`src/rtl/char_loader.sv`:
```
`timescale 1ns/1ps
// Host write port for the 50x30 text display character RAM: synchronizes the async strobe,
// settles and samples the bus, validates it and issues one-cycle RAM writes.
// Optional screen fill command is built when CHAR_LOADER_FILL_EN is defined.
module char_loader #(
    parameter int COLS          = 50,
    parameter int ROWS          = 30,
    parameter int NUM_GLYPHS    = 59,
    parameter int SETTLE_CYCLES = 2,
    parameter int FILL_ADDR     = 2047
) (
    input  logic        clk_20mhz,
    input  logic        rst_n,
    input  logic [10:0] addr_in,
    input  logic [5:0]  char_in,
    input  logic        interrupt,
    output logic        wr_en,
    output logic [10:0] wr_addr,
    output logic [5:0]  wr_data,
    output logic        busy,
    output logic [7:0]  err_count
);

    localparam int          CELLS       = COLS * ROWS;
    localparam logic [10:0] LAST_CELL   = 11'(CELLS - 1);
    localparam logic [7:0]  SETTLE_LAST = 8'(SETTLE_CYCLES - 1);

    localparam logic [2:0] ST_WAIT_LOW = 3'd0;
    localparam logic [2:0] ST_IDLE     = 3'd1;
    localparam logic [2:0] ST_SETTLE   = 3'd2;
    localparam logic [2:0] ST_CHECK    = 3'd3;
    localparam logic [2:0] ST_WRITE    = 3'd4;
`ifdef CHAR_LOADER_FILL_EN
    localparam logic [2:0] ST_FILL     = 3'd5;
`endif

    logic        s1_q, s2_q;
    logic [2:0]  state_q, state_d;
    logic [7:0]  settle_cnt_q, settle_cnt_d;
    logic [10:0] addr_lat_q, addr_lat_d;
    logic [5:0]  char_lat_q, char_lat_d;
    logic        wr_en_q, wr_en_d;
    logic [10:0] wr_addr_q, wr_addr_d;
    logic [5:0]  wr_data_q, wr_data_d;
    logic        busy_q, busy_d;
    logic [7:0]  err_count_q, err_count_d;
    logic        addr_ok, code_ok;

    assign addr_ok = (int'(addr_lat_q) < CELLS);
    assign code_ok = (int'(char_lat_q) < NUM_GLYPHS);

`ifdef CHAR_LOADER_FILL_EN
    logic fill_cmd;
    assign fill_cmd = (int'(addr_lat_q) == FILL_ADDR);
`else
    // Without the fill feature the fill address is just another out-of-range address.
    logic unused_fill_addr;
    assign unused_fill_addr = (int'(addr_lat_q) == FILL_ADDR);
`endif

    always_comb begin
        state_d      = state_q;
        settle_cnt_d = settle_cnt_q;
        addr_lat_d   = addr_lat_q;
        char_lat_d   = char_lat_q;
        wr_en_d      = 1'b0;
        wr_addr_d    = wr_addr_q;
        wr_data_d    = wr_data_q;
        err_count_d  = err_count_q;
        case (state_q)
            ST_WAIT_LOW: begin
                if (!s2_q) state_d = ST_IDLE;
            end
            ST_IDLE: begin
                if (s2_q) begin
                    state_d      = ST_SETTLE;
                    settle_cnt_d = '0;
                end
            end
            ST_SETTLE: begin
                // The bus is only trusted once the strobe has been high for the settle window.
                if (settle_cnt_q == SETTLE_LAST) begin
                    addr_lat_d = addr_in;
                    char_lat_d = char_in;
                    state_d    = ST_CHECK;
                end else begin
                    settle_cnt_d = settle_cnt_q + 8'd1;
                end
            end
            ST_CHECK: begin
                if (addr_ok && code_ok) begin
                    state_d   = ST_WRITE;
                    wr_en_d   = 1'b1;
                    wr_addr_d = addr_lat_q;
                    wr_data_d = char_lat_q;
                end
`ifdef CHAR_LOADER_FILL_EN
                else if (fill_cmd && code_ok) begin
                    state_d   = ST_FILL;
                    wr_en_d   = 1'b1;
                    wr_addr_d = '0;
                    wr_data_d = char_lat_q;
                end
`endif
                else begin
                    state_d = ST_WAIT_LOW;
                    if (err_count_q != 8'hFF) err_count_d = err_count_q + 8'd1;
                end
            end
            ST_WRITE: begin
                state_d = ST_WAIT_LOW;
            end
`ifdef CHAR_LOADER_FILL_EN
            ST_FILL: begin
                if (wr_addr_q == LAST_CELL) begin
                    state_d = ST_WAIT_LOW;
                end else begin
                    wr_en_d   = 1'b1;
                    wr_addr_d = wr_addr_q + 11'd1;
                end
            end
`endif
            default: begin
                state_d = ST_WAIT_LOW;
            end
        endcase
        busy_d = (state_d != ST_WAIT_LOW) && (state_d != ST_IDLE);
    end

    always_ff @(posedge clk_20mhz) begin
        if (!rst_n) begin
            s1_q         <= 1'b1;
            s2_q         <= 1'b1;
            state_q      <= ST_WAIT_LOW;
            settle_cnt_q <= '0;
            wr_en_q      <= 1'b0;
            wr_addr_q    <= '0;
            wr_data_q    <= '0;
            busy_q       <= 1'b0;
            err_count_q  <= '0;
        end else begin
            s1_q         <= interrupt;
            s2_q         <= s1_q;
            state_q      <= state_d;
            settle_cnt_q <= settle_cnt_d;
            wr_en_q      <= wr_en_d;
            wr_addr_q    <= wr_addr_d;
            wr_data_q    <= wr_data_d;
            busy_q       <= busy_d;
            err_count_q  <= err_count_d;
        end
    end

    // Latched bus value is only consumed after SETTLE, so it needs no reset.
    always_ff @(posedge clk_20mhz) begin
        addr_lat_q <= addr_lat_d;
        char_lat_q <= char_lat_d;
    end

    assign wr_en     = wr_en_q;
    assign wr_addr   = wr_addr_q;
    assign wr_data   = wr_data_q;
    assign busy      = busy_q;
    assign err_count = err_count_q;

endmodule
```
`config.mk`:
```
export PLATFORM = sky130hd
export DESIGN_NAME = char_loader
export DESIGN_NICKNAME = d
export VERILOG_FILES = /design/src/rtl/char_loader.sv
export SDC_FILE = /design/constraint.sdc
export NUM_CORES = 1
export LEC_CHECK = 0
export BUFFER_PORTS_ARGS = -buffer_cell sky130_fd_sc_hd__buf_4
export CAP_MARGIN = 20
export CORE_UTILIZATION = 48
export CTS_CLUSTER_SIZE = 40
export DETAILED_ROUTE_END_ITERATION = 8
export HOLD_SLACK_MARGIN = 0.1
export PLACE_DENSITY = 0.83
export SETUP_SLACK_MARGIN = 0.5
export SLEW_MARGIN = 30
export SYNTH_ARGS = -nofsm -noshare
export SYNTH_HDL_FRONTEND = slang
export SYNTH_SLANG_ARGS = --single-unit
```
`constraint.sdc`:
```
create_clock -name clk_20mhz -period 1.9 [get_ports clk_20mhz]
set_input_delay 0.095 -clock clk_20mhz [delete_from_list [all_inputs] [get_ports clk_20mhz]]
set_output_delay 0.095 -clock clk_20mhz [all_outputs]
set_load 0.02 [all_outputs]
```
==> results of run 1 <==
## cell usage in the layout (no fill, tap or decap), types with 3 or more instances in the layout
cell type                       instances
sky130_fd_sc_hd__buf_4                 68
sky130_fd_sc_hd__buf_6                  4
sky130_fd_sc_hd__dfxtp_2                5
sky130_fd_sc_hd__dfxtp_1               33
sky130_fd_sc_hd__o21ai_1                3
sky130_fd_sc_hd__xor2_1                 6
sky130_fd_sc_hd__nand3_1               21
sky130_fd_sc_hd__and3_4                 4
sky130_fd_sc_hd__nand2_1               25
sky130_fd_sc_hd__dlygate4sd3_1         20
sky130_fd_sc_hd__nor2_1                11
sky130_fd_sc_hd__o31ai_1                3
sky130_fd_sc_hd__edfxtp_1              17
sky130_fd_sc_hd__o21ai_0               13
sky130_fd_sc_hd__ha_4                   3
sky130_fd_sc_hd__nand4_1                3
sky130_fd_sc_hd__clkbuf_8              10
sky130_fd_sc_hd__clkinv_2               3
sky130_fd_sc_hd__nand2b_1               6
## registers in the layout, summed over array words and instances (netlist names), 3 cells and up
signal and count:
addr_lat_q 11, wr_addr 11, err_count 8, settle_cnt_q 8, char_lat_q 6, wr_data 6, state_q 3
## critical path, cell delays in order (launching register included)
cell and delay (ns):
sky130_fd_sc_hd__edfxtp_1 0.40, sky130_fd_sc_hd__a311oi_2 0.38, sky130_fd_sc_hd__nor3b_2 0.12, sky130_fd_sc_hd__buf_4 0.17, sky130_fd_sc_hd__nor2_4 0.16, sky130_fd_sc_hd__buf_6 0.18, sky130_fd_sc_hd__nand3_1 0.11, sky130_fd_sc_hd__o21ai_0 0.09
## worst paths after layout
path                  from          to  slack, ns  cells past startpoint
min                   s1_q        s2_q       0.44                      1
min reg2reg           s1_q        s2_q       0.44                      1
max          addr_lat_q[4]  wr_addr[9]       0.22                      7
max reg2reg  addr_lat_q[4]  wr_addr[9]       0.22                      7
## repair_timing
item / in CTS / in global routing
endpoints found under the setup margin: 47 / 51
hold endpoints to repair: 19 / 0
setup buffers: 11 / 11
hold buffers: 20 / 0
pin swaps: 9 / 14
cloned: 3 / 2
gates resized for setup: 22 / 33
## where the power goes
group	total (uW)	leakage (uW)	internal, uW	switching (uW)
combinational	139	0.000742	81.0	57.5
sequential	1260	0.000480	1260	6.23
clock	991	0.0000855	496	495
total	2390	0.00131	1830	559
## logic make-up (layout without fill, tap and decap cells)
| group | count (synthesis) | after routing | synth area share [%] |
|---|---|---|---|
| AND/OR/NAND/NOR | 89 | 92 | 20.07 |
| flip-flops | 57 | 57 | 60.09 |
| AO/OA/AOI/OAI | 38 | 38 | 11.41 |
| buffers and inverters | 13 | 113 | 2.408 |
| XOR/XNOR | 7 | 7 | 2.810 |
| adder cells (fa/ha/maj) | 3 | 3 | 1.720 |
| multiplexers | 3 | 3 | 1.491 |
## cell type report
class / instances / area [sq um]
fillers: 234 / 928.4
inverters: 4 / 15.01
well taps: 52 / 65.06
multi-input cells: 143 / 1074
flip-flops and latches: 57 / 1325
clock inverters: 6 / 33.78
clock buffers: 10 / 137.6
repair buffers: 93 / 775.7
## through the flow
stage | cell area (sq um) | power, uW
floorplan | 2225 | 1321
global placement | 2619 | 1360
detailed placement | 2619 | 1362
CTS | 3196 | 2364
global route | 3426 | 2453
finish | 3426 | 2391
## per-layer routing
layer | vias up | share of wire [%]
met5 | - | 0
li1 | 951 | -
met3 | 16 | 6.4
met2 | 94 | 52
met1 | 992 | 39
met4 | 0 | 2.7
==> flow_summary.json, run 1 <==
{
  "status": "complete, no violations",
  "setup_slack_ns": 0.2184,
  "final-instance-count-excl-fill": 365,
  "via_per_inst": 5.625,
  "tritoncts.num_buffers": 9,
  "core-area_sq_um": 4354,
  "finalHoldViolations": 0,
  "power.ir.vdd_worst_mv": 0.6433,
  "detailedPlace.worstSlack_ns": 0.1669,
  "critical_path_at_ns": 1.95,
  "io_buffers": 46,
  "post-route-period-util_pct": 88.50,
  "number_of_antenna_violations_at_the_first_check_in_global_routing": 0,
  "placement_rows": 24,
  "number_of_flops_mapped_to_enable_cells_by_yosys": 17,
  "design.final.nets": 331,
  "route.detailed.drc": 0,
  "groute.layer.met2.usage_pct": 41.32,
  "worst_pin_slew_ns": 0.3589,
  "synth.top_cells.by_area": "sky130_fd_sc_hd__dfxtp_1 (37%), sky130_fd_sc_hd__edfxtp_1 (23%), sky130_fd_sc_hd__nand3_1 (5.5%)",
  "synth.cell_area_sq_um": 2182,
  "gp_congestion": 0.7929,
  "setup_violations": 0,
  "power.density_cell_area_nw_per_um2": 698.0,
  "power.leakage_uw": 0.001307,
  "global_route_wire_length_before_repair_mm": 8.818,
  "detail_route.iter0.violations": 173,
  "synth_sequential_area_ratio_pct": 60.09,
  "wl_mm": 6.447,
  "die-width_um": 69.43,
  "die_y_um": 69.43,
  "netlist-cell-type-count": 43,
  "achievable-frequency_mhz": 594.7,
  "timing.critical_path.to_type": "register",
  "cp_max_fo": 10,
  "cts-root-to-sink-buffers": 2,
  "gr_layer_usage_met1_pct": 26.36,
  "timing.setup.tns_ns": 0,
  "grt_max_degree": 28,
  "total_routing_resource_utilization_after_global_routing_pct": 23.93,
  "max_cap_violations": 0,
  "post-synth-top-area-fraction_pct": 36.70,
  "final_core_util_pct": 78.68,
  "initial_core_utilization_pct": 50.11,
  "timing_worst_setup_path_type": "reg -> reg",
  "synth_seq_cells": 57,
  "relSlewSlack_pct": 76.04,
  "postSynth.asyncResetShare_pct": 0,
  "average_size_of_a_mapped_cell_sq_um": 10.39,
  "fp.dieArea_sq_um": 4820,
  "required_ns": 2.17,
  "clock_skew_ns": 0.008393,
  "min_clock_period_post_route_ns": 1.682,
  "antenna_violating_nets_post_route": 0,
  "clk-insertion-delay-late_ns": 0.34,
  "cts.sinks": 57,
  "worst_setup_hold_path_clk_slew_ns": 0.06,
  "mappedNetlistNets": 233,
  "antenna_cells": 0,
  "synth.most_common_cell": "sky130_fd_sc_hd__dfxtp_1",
  "synthDominantAreaCellType": "sky130_fd_sc_hd__dfxtp_1",
  "first_global_vias": 1895,
  "tritoncts": "built",
  "syn-instance-count": 210,
  "rsz0062_at_grt": "true",
  "syn_to_final_growth_pct": 57.00,
  "ys.flop_type": "sky130_fd_sc_hd__dfxtp_1",
  "crit_path_start_kind": "register",
  "layout-drive-gt1-share_pct": 41.85,
  "worst_min_delay_path_category": "reg -> reg",
  "wl_per_cell_um": 17.66,
  "htree_levels": 3,
  "floorplan.io_pins": 47,
  "yosys_synthesis_warning_count": 0,
  "cts_root_buf": "sky130_fd_sc_hd__clkbuf_8",
  "first_pass_drt_iterations": 4,
  "placed_cells_incl_taps": 302,
  "via_count": 2053,
  "dp.final_hpwl_mm": 2.841,
  "grt_busiest_layer": "met2",
  "overflow": 0,
  "timing.final.max_slew_violations": 0,
  "global_route.usage.met3_pct": 8.140,
  "fin_hold_ws_ns": 0.4430,
  "yosys-top-cells-count": "sky130_fd_sc_hd__dfxtp_1 (40), sky130_fd_sc_hd__nand2_1 (26), sky130_fd_sc_hd__nand3_1 (24)"
}
No activity file was read; power rests on OpenSTA's default activity.
==> run 2, diff against run 1 <==
--- a/config.mk
+++ b/config.mk
@@ -5,9 +5,10 @@
 export SDC_FILE = /design/constraint.sdc
 export NUM_CORES = 1
 export LEC_CHECK = 0
+export ABC_AREA = 1
 export BUFFER_PORTS_ARGS = -buffer_cell sky130_fd_sc_hd__buf_4
 export CAP_MARGIN = 20
-export CORE_UTILIZATION = 48
+export CORE_UTILIZATION = 49
 export CTS_CLUSTER_SIZE = 40
 export DETAILED_ROUTE_END_ITERATION = 8
 export HOLD_SLACK_MARGIN = 0.1
==> run 2 against run 1 <==
Net effect:
- first-iteration DRC count grew 32%
- largest power group unchanged
- die area is 12% higher
- highest routed layer unchanged
- critical endpoint is now wr_addr[5]
- fmax increased by 14%
- routed wire length is 1.6% higher
- critical path depth increased by 2
==> flow_summary.json, run 2 <==
{
  "status": "complete, no violations",
  "cts_root_buf": "sky130_fd_sc_hd__clkbuf_8",
  "synth_sequential_area_ratio_pct": 52.32,
  "yosys_synthesis_warning_count": 0,
  "timing_worst_setup_path_type": "reg -> reg",
  "worst_setup_hold_path_clk_slew_ns": 0.07,
  "gp_congestion": 0.9202,
  "finalHoldViolations": 0,
  "rsz0062_at_grt": "true",
  "number_of_flops_mapped_to_enable_cells_by_yosys": 17,
  "first_pass_drt_iterations": 6,
  "tritoncts.num_buffers": 9,
  "core-area_sq_um": 4817,
  "required_ns": 2.14,
  "timing.critical_path.to_type": "register",
  "placement_rows": 25,
  "total_power_uw": 2617,
  "clock_skew_ns": 0.01588,
  "post-synth-top-area-fraction_pct": 31.95,
  "first_global_vias": 2174,
  "power.ir.vdd_worst_mv": 0.7488,
  "cp_max_fo": 8,
  "global_route.usage.met3_pct": 8.093,
  "detail_route.iter0.violations": 229,
  "gr_layer_usage_met1_pct": 28.43,
  "route.detailed.drc": 0,
  "worst_pin_slew_ns": 0.3070,
  "total_routing_resource_utilization_after_global_routing_pct": 23.56,
  "die-width_um": 73.52,
  "achievable-frequency_mhz": 675.7,
  "fp.dieArea_sq_um": 5404,
  "min_clock_period_post_route_ns": 1.480,
  "ys.flop_type": "sky130_fd_sc_hd__dfxtp_1",
  "layout.cells.most_common": "sky130_fd_sc_hd__nand2_1",
  "cts.sinks": 57,
  "die_y_um": 73.52,
  "wl_per_cell_um": 14.02,
  "power.leakage_uw": 0.001571,
  "clk-insertion-delay-late_ns": 0.35,
  "syn-instance-count": 308,
  "overflow": 0,
  "setup_violations": 0,
  "dp.final_hpwl_mm": 3.401,
  "via_count": 2359,
  "number_of_antenna_violations_at_the_first_check_in_global_routing": 0,
  "synth.top_cells.by_area": "sky130_fd_sc_hd__dfxtp_1 (32%), sky130_fd_sc_hd__edfxtp_1 (20%), sky130_fd_sc_hd__nand2_1 (9.7%)",
  "post-route-period-util_pct": 77.89,
  "worst_min_delay_path_category": "reg -> reg",
  "antenna_cells": 0,
  "netlist-cell-type-count": 28,
  "initial_core_utilization_pct": 52.03,
  "critical_path_at_ns": 1.72,
  "synthDominantAreaCellType": "sky130_fd_sc_hd__dfxtp_1",
  "grt_max_degree": 23,
  "htree_levels": 3,
  "yosys-top-cells-count": "sky130_fd_sc_hd__nand2_1 (65), sky130_fd_sc_hd__nor2_1 (49), sky130_fd_sc_hd__dfxtp_1 (40)",
  "via_per_inst": 5.051,
  "synth.most_common_cell": "sky130_fd_sc_hd__nand2_1",
  "layout-drive-gt1-share_pct": 35.00,
  "relSlewSlack_pct": 79.49,
  "wl_mm": 6.547,
  "max_cap_violations": 0,
  "postSynth.asyncResetShare_pct": 0,
  "timing.final.max_slew_violations": 0,
  "synth.cell_area_sq_um": 2506,
  "global_route_wire_length_before_repair_mm": 9.487,
  "cts-root-to-sink-buffers": 2,
  "grt_busiest_layer": "met2",
  "io_buffers": 46,
  "syn_to_final_growth_pct": 48.78,
  "synth_seq_cells": 57,
  "mappedNetlistNets": 331,
  "commonest_cells_after_routing_fill_and_taps_aside": "sky130_fd_sc_hd__nand2_1 (59), sky130_fd_sc_hd__buf_4 (54), sky130_fd_sc_hd__dfxtp_1 (35)",
  "average_size_of_a_mapped_cell_sq_um": 8.137,
  "groute.layer.met2.usage_pct": 38.74,
  "tritoncts": "built",
  "antenna_violating_nets_post_route": 0,
  "floorplan.io_pins": 47,
  "timing.setup.tns_ns": 0,
  "crit_path_start_kind": "register",
  "power.density_cell_area_nw_per_um2": 701.8,
  "design.final.nets": 418
}
==> run 2: cell types whose count changed in the layout (fill, tap and decap cells not counted), moves of 13 or more <==
cell                      delta
sky130_fd_sc_hd__inv_1      +31
sky130_fd_sc_hd__a21oi_1    +13
sky130_fd_sc_hd__nand2_1    +34
sky130_fd_sc_hd__nor2_1     +21
sky130_fd_sc_hd__buf_4      -14
==> run 2: metal layers <==
layer  up-vias  wire (um)
met5         -          0
met4         0         99
met3        11        380
met1      1098       2682
li1       1157          -
met2        93       3384
==> run 2: path summary, 6_finish.rpt <==
| path | slack (ns) | to | startpoint | depth (start not counted) |
|---|---|---|---|---|
| setup / recovery | 0.42 | wr_addr[5] | addr_lat_q[7] | 9 |
| hold / removal | 0.42 | state_q[0] | state_q[2] | 1 |
| setup reg to reg | 0.42 | wr_addr[5] | addr_lat_q[7] | 9 |
| hold reg to reg | 0.42 | state_q[0] | state_q[2] | 1 |
==> run 2: per-stage QoR <==
| stage | cell area, sq um | instances | hold WS, ns | util, % | worst slack, ns |
|---|---|---|---|---|---|
| 2_1_floorplan | 2521 | 308 | 0.1939 | - | 0.4669 |
| 3_3_place_gp | 2899 | 413 | 0.2763 | 60.18 | 0.3596 |
| 3_5_place_dp | 2899 | 413 | 0.2743 | 60.18 | 0.2940 |
| 4_1_cts | 3440 | 458 | 0.4258 | 71.40 | 0.5005 |
| 5_1_grt | 3729 | 467 | 0.4457 | 77.40 | 0.3497 |
| 6_report | 3729 | 467 | 0.4187 | 77.40 | 0.4201 |
==> run 2: timing repair <==
item	in CTS	in global routing
setup endpoints to repair	46	53
gates cloned	0	5
pin swaps	16	11
hold endpoints to repair	31	0
resized for setup	6	48
hold buffers	19	0
setup buffers	10	4
==> run 2: final cells by class <==
cell class                      instances  area [sq um]
Multi-Input combinational cell        204          1164
Inverter                               39         153.9
Clock inverter                          6         82.58
Sequential cell                        57          1320
Timing Repair Buffer                   83         789.5
Clock buffer                           10         127.6
Timing Repair inverter                  1         7.507
Tap cell                               67         83.83
Fill cell                             324          1089
==> run 2: kinds of logic (layout without fill, tap and decap cells) <==
| family | after synthesis | after routing | synth area share (%) |
|---|---|---|---|
| AO/OA/AOI/OAI | 24 | 24 | 4.893 |
| flip-flops | 57 | 57 | 52.32 |
| buffers and inverters | 47 | 139 | 7.788 |
| XOR/XNOR | 4 | 4 | 1.398 |
| AND/OR/NAND/NOR | 173 | 173 | 32.10 |
| adder cells (fa/ha/maj) | 3 | 3 | 1.498 |
==> run 2: critical path: stages (launching register included) <==
cell and delay (ns):
sky130_fd_sc_hd__edfxtp_1 0.41, sky130_fd_sc_hd__nand2_1 0.11, sky130_fd_sc_hd__o21ai_1 0.11, sky130_fd_sc_hd__nand2_2 0.10, sky130_fd_sc_hd__inv_1 0.07, sky130_fd_sc_hd__nor2_4 0.16
sky130_fd_sc_hd__clkbuf_16 0.18, sky130_fd_sc_hd__nand3_1 0.07, sky130_fd_sc_hd__nand2_1 0.10, sky130_fd_sc_hd__nor2_1 0.05
==> run 2: power by group <==
group | internal [uW] | switching (uW)
Sequential | 1260 | 6.13
Clock | 731 | 495
Combinational | 69.8 | 57.7
Total | 2060 | 559
